[config.mk]
export PLATFORM = sky130hd
export DESIGN_NAME = DataFlowLogicalEQ
export DESIGN_NICKNAME = d
export VERILOG_FILES = /design/src/rtl/eq_stream_checker_eq.sv
export SDC_FILE = /design/constraint.sdc
export NUM_CORES = 1
export LEC_CHECK = 0
export ABC_AREA = 1
export BUFFER_PORTS_ARGS = -buffer_cell sky130_fd_sc_hd__buf_4
export CORE_AREA = 3 3 40 42
export DETAILED_ROUTE_END_ITERATION = 8
export DIE_AREA = 0 0 43 45
export PLACE_DENSITY_LB_ADDON = 0.2
export SLEW_MARGIN = 20
export SYNTH_ARGS = -nofsm -noshare
export SYNTH_HDL_FRONTEND = slang
export SYNTH_SLANG_ARGS = --single-unit
export TNS_END_PERCENT = 100
[constraint.sdc]
create_clock -name vclk -period 0.8
set_input_delay 0.16 -clock vclk [all_inputs]
set_output_delay 0.16 -clock vclk [all_outputs]
set_load 0.05 [all_outputs]
[src/rtl/eq_stream_checker_eq.sv]
`default_nettype none
// ============================================================================
//  Module   : DataFlowLogicalEQ
//  Brief    : Pure combinational N-bit equality compare (a == b).
//  Revision : 1.0 - initial release
// ============================================================================
module DataFlowLogicalEQ #(
    parameter int N = 8
) (
    input  logic [N-1:0] a,
    input  logic [N-1:0] b,
    output logic         eq
);

    // Dataflow compare; the result register lives in the parent.
    assign eq = (a == b);

endmodule : DataFlowLogicalEQ
`default_nettype wire

Word-level counts from Yosys, hierarchy flattened
Index checks and enable logic that the tools add are counted.
{ "word_totals": {"register_bits": 0, "latchBits": 0, "mem_bits_rw": 0, "romBits": 0, "in_bits": 16, "memories": 0} }
{ "classes": {"addsub": 0, "n_mul": 0, "div": 0, "magnitude_cmp": 0, "n_eq_ne": 1, "shifts": 0, "mux": 0, "n_bitwise": 0, "reduce_logical": 0} }
{ "op_table": {"columns": ["op", "count"], "rows": [
  ["$eq A8 B8 Y1", 1]
]} }

Depth between registers and ports, before layout
Gate-level depths: netlist of run 1.
{ "logic_depth": {"ltp_word": 1, "mapped_depth": 6, "mapped_depth_nobuf": 6} }

Least setup slack after synthesis of run 1
Ideal clock, no wire load.
{ "synth_timing": {"path_kind": "in2out", "from": "input b[1]", "to": "output eq", "t_arrival_ps": 1068, "required_ps": 640, "setup_slack_ps": -428, "stages": 5, "path_cell_list": "nor2_1 -> nor2_1 -> nor2_1 -> nand2_1 -> nor2_1"} }
{ "synth_via": {"elab_chain_len": 1} }
{ "synth_lines": {"columns": ["item", "line_no", "text"], "rows": [
  ["start, declared", "11", "input logic [N-1:0] b,"],
  ["$eq A8 B8 Y1", "16", "assign eq = (a == b);"],
  ["end, declared", "12", "output logic eq"]
]} }
Every way passes these cells.

Worst setup path in the final report of run 1
{ "layout_timing": {"from": "input b[3]", "to": "output eq"} }
The elaborated chain is that of the path after synthesis.

==> metrics.txt, run 1 <==
initial core utilization=12.9%; failing checks=negative setup slack; GR Overflow Total=0; setup violators final=1; die height=45 um; Data required, critical path=0.64 ns; fin. max-slew vios=0; site row count=13; area leader, netlist=nand2_1; fillers=148; Seq cells=0; Syn-to-layout area delta=117%; worst slew pin tran=0.106 ns; worst rel slew slack=around 93%; VDD IR-drop max=105 uV; DR iter-0 viols=0; final worst slack=-0.190 ns; result of the run=finished, violations left; Sequential Area=0 um2; Setup Fix Bufs, Post-CTS=0; Synth area leaders=nand2_1 45%, inv_1 30%, nor2_1 25%; crit path capture type=primary output; Internal=approximately 0.000085 W; gpl congestion=between 0.5 and 0.6; Clock power frac=0%; LEAKAGE=between 0.2 and 0.25 nW; die area=1940 um2; cells after synthesis=44; Total Wirelength=446 um; crit-path max cell delay=0.15 ns; number of buffers added on ports=17; syn avg cell area=3.75 um2; layout cells sized above 1=34.4%; RSZ-0062 raised after global routing=true; drt via density=3.46; final period utilization=124%; Fmax achieved=1.01 GHz; first-pass GRT wire length=641 um; antenna violations before repair=0; max cap viols=0; dpl ws=-0.249 ns; cell area power density=401 nW/um2; Netlist Area Pre-Place=165 um2; critical path's slowest cell=buf_8; vias=263; most frequent CP cell=nand2_1; Yosys top cell area share=45.5%; vias in the first global route=189; min cycle time layout=0.990 ns; n_diodes=0; num ports=17; Hold Slack=0.804 ns; DR pass1 iterations=1; post-layout utilization of the core=between 20 and 30%; crit path max fanout=2; Sw Pwr=0.0000593 W; maximum number of pins on one net before global-route repair=3; antenna-violating nets left=0; core area=1280 um2; dpl hpwl=404 um; sw frac=41.2%; Tightest Hold Check Type=in -> out; Residual DRC=0; synth warn=0; number of distinct library cells after synthesis=3; syn_nets=60; Fin. Hold Viols=0; clkbuf count=0; Tot GR Track Use=3.98%; Comb power frac=100.0%; post-synthesis sequential area ratio=0%; chip width=43 um; CTS Hold Bufs=0; Reg power frac=0%; critical path class=in -> out; CP Cell Sequence=buf_4 > nand2_1 > nand2_1 > nor2_1 > nand2_1 > nor2_4 > buf_8; WL per Instance=5.87 um; CP arrival=0.83 ns; Final nets=79; Worst setup SP type=primary input
-- layout by cell type, fill, tap and decap left out --
master,instances
nand2_1,20
inv_1,13
buf_4,12
nor2_1,7
buf_6,4
nor2_4,3
nor2_2,1
buf_8,1
-- per-layer routing --
metal	up-vias	wire, um	share of wire, %	GRT usage [%]
li1	153	-	-	-
met1	99	185	41	5.24
met2	11	207	46	7.78
met3	0	53	12	0
met4	0	0	0	0
met5	-	0	0	0
-- path summary, 6_finish.rpt --
path	from	endpoint	slack [ns]	cells after the start
setup / recovery	b[3]	eq	-0.19	7
hold / removal	a[6]	eq	0.80	7
-- cells by family after synthesis --
family / after synthesis / synth area share [%]
simple gates: 31 / 70.5
buf+inv: 13 / 29.5
-- final cells by class --
class                      count  area, um2  share of cell area (%)
inverter                      13       48.8                    13.6
multi-input combinational     31        141                    39.4
tap                           15       18.8                    5.23
timing repair buffer          17        150                    41.8
-- what timing repair did --
item | in CTS | in global routing
pin swaps | 2 | 2
resized for setup | 5 | 6
setup endpoints to repair | 1 | 1
-- through the flow --
step	total power (W)	cells	TNS, ns	area [um2]
2_1_floorplan	0.0000530	44	-0.0865	173
3_3_place_gp	0.000125	76	-0.257	319
3_5_place_dp	0.000128	76	-0.249	319
4_1_cts	0.000135	76	-0.201	337
5_1_grt	0.000161	76	-0.244	359
6_report	0.000144	76	-0.190	359
-- cells in the mapped netlist (all sizes together) --
| cell type | n |
|---|---|
| inv | 13 |
| nor2 | 11 |
| nand2 | 20 |
-- power groups by stage --
stage	registers [W]	clock network [W]	logic (W)
3_5_place_dp	0	0	0.000128
5_1_grt	0	0	0.000161
4_1_cts	0	0	0.000135
6_report	0	0	0.000144
2_1_floorplan	0	0	0.0000530
3_3_place_gp	0	0	0.000125
-- critical path, delay by kind of cell --
| kind | cells | cell delay (ns) |
|---|---|---|
| and+or+nand+nor | 5 | 0.41 |
| buffers and inverters | 2 | 0.26 |
No activity file was read; power rests on OpenSTA's default activity.
==> run 2, diff against run 1 <==
--- a/config.mk
+++ b/config.mk
@@ -10,7 +10,7 @@
 export CORE_AREA = 3 3 40 42
 export DETAILED_ROUTE_END_ITERATION = 8
 export DIE_AREA = 0 0 43 45
-export PLACE_DENSITY_LB_ADDON = 0.2
+export PLACE_DENSITY = 0.36
 export SLEW_MARGIN = 20
 export SYNTH_ARGS = -nofsm -noshare
 export SYNTH_HDL_FRONTEND = slang
==> run 2 against run 1 <==
  * The flow still finishes with violations (negative setup slack)
  * Design area fell by 2.1%
  * Via count is 3.4% lower
  * Flip-flop and latch count unchanged
  * Clock-buffer cell count stayed put
  * Cell count stayed put
  * Combinational power down 3%
  * Critical endpoint unchanged
  * Highest routed layer unchanged
==> metrics.txt, run 2 (synthesis gave the netlist of run 1 again) <==
Setup Fix Bufs, Post-CTS=0; Fmax achieved=between 0.9 and 1 GHz; Hold Path Depth=7; Residual DRC=0; Syn-to-layout area delta=113%; final period utilization=126%; CP arrival=0.84 ns; RSZ-0062 raised after global routing=true; crit path capture type=primary output; antenna violations before repair=0; chip width=about 43 um; Tightest Hold Check Type=in -> out; Total Wirelength=411 um; Tot GR Track Use=about 3.7%; dpl hpwl=372 um; layout cells sized above 1=32.8%; Total Neg Setup Slack=-0.204 ns; cell area power density=394 nW/um2; setup violators final=1; Worst setup SP type=primary input; site row count=13; GR Overflow Total=0; antenna-violating nets left=0; Data required, critical path=0.64 ns; Post-Place Cells=76; vias=254; number of buffers added on ports=17; gpl congestion=~0.52; max cap viols=0; CTS Hold Bufs=0; critical path's slowest cell=buf_8; worst rel slew slack=92.9%; Seq cells=0; WL per Instance=5.41 um; failing checks=negative setup slack; Finished Layout Cells=76; CP Cell Sequence=buf_6 > nor2_2 > nor2_1 > nor2_1 > nand2_1 > nor2_4 > buf_8; critical path class=in -> out; Sequential Area=0 um2; first-pass GRT wire length=600 um; final worst slack=-0.204 ns; DR iter-0 viols=6; commonest non-fill, non-tap cell in the layout=nand2_1; DR pass1 iterations=3; clkbuf count=0; die area=1940 um2; VDD IR-drop max=115 uV; Cell Area, Placed=319 um2; result of the run=finished, violations left; fin. max-slew vios=0; hold path startpoint=a[3]; n_diodes=0; vias in the first global route=163; most frequent CP cell=nor2_1; hold endpoint=eq; Pwr Total=about 0.00014 W; initial core utilization=12.9%; num ports=17; maximum number of pins on one net before global-route repair=3; die height=45 um; Final nets=79; Fin. Hold Viols=0; crit-path max cell delay=roughly 0.15 ns; fillers=between 150 and 200; crit path max fanout=2; post-layout utilization of the core=approximately 27%; core area=between 1000 and 1500 um2; LEAKAGE=0.238 nW; worst slew pin tran=0.106 ns; most frequent cells in the layout=20 x nand2_1, 13 x inv_1, 12 x buf_4; min cycle time layout=1.00 ns; final instance area=352 um2; drt via density=3.34
## run 2: cell count changes in the layout (fill, tap and decap cells not counted)
cell,previous run,this run
nor2_4,3,2
nor2_1,7,8
## run 2: per-layer routing
metal	GRT usage (%)	vias up	part of all wire, %
met3	0.797	0	19
met1	5.24	88	43
met5	0	-	0
met2	6.29	13	38
li1	-	153	-
met4	0	0	0
## run 2: repair_timing
item                       4_1_cts  5_1_grt
pin swaps                        0        7
setup endpoints to repair        1        1
gates resized for setup          1        8
hold endpoints to repair         0        0
## run 2: report_power, final
part	total, W	leakage [nW]	switching, W	internal [W]
registers	0	0	0	0
clock network	0	0	0	0
logic	0.000139	0.238	0.0000557	0.0000830
## run 2: worst max-delay path by stage
stage | startpoint | endpoint | cells past startpoint | slack, ns
3_3_place_gp | a[7] | eq | 7 | -0.26
5_1_grt | a[2] | eq | 8 | -0.26
2_1_floorplan | b[7] | eq | 6 | -0.09
4_1_cts | a[7] | eq | 7 | -0.23
3_5_place_dp | b[1] | eq | 7 | -0.26
6_report | a[0] | eq | 7 | -0.20
## run 2: cell type report
cell class	instances	area, um2	area share, %
repair buffers	17	150	42.7
well taps	15	18.8	5.34
inverters	13	48.8	13.9
multi-input cells	31	134	38.1
## run 2: per-stage QoR
stage	setup WS, ns	hold slack (ns)
2_1_floorplan	-0.0865	0.601
3_3_place_gp	-0.264	0.845
3_5_place_dp	-0.257	0.840
5_1_grt	-0.258	0.837
4_1_cts	-0.230	0.806
6_report	-0.204	0.807
## run 2: worst max-delay path, delay by kind of cell
kind	cells	cell delay, ns
buffers and inverters	2	0.24
and+or+nand+nor	5	0.43
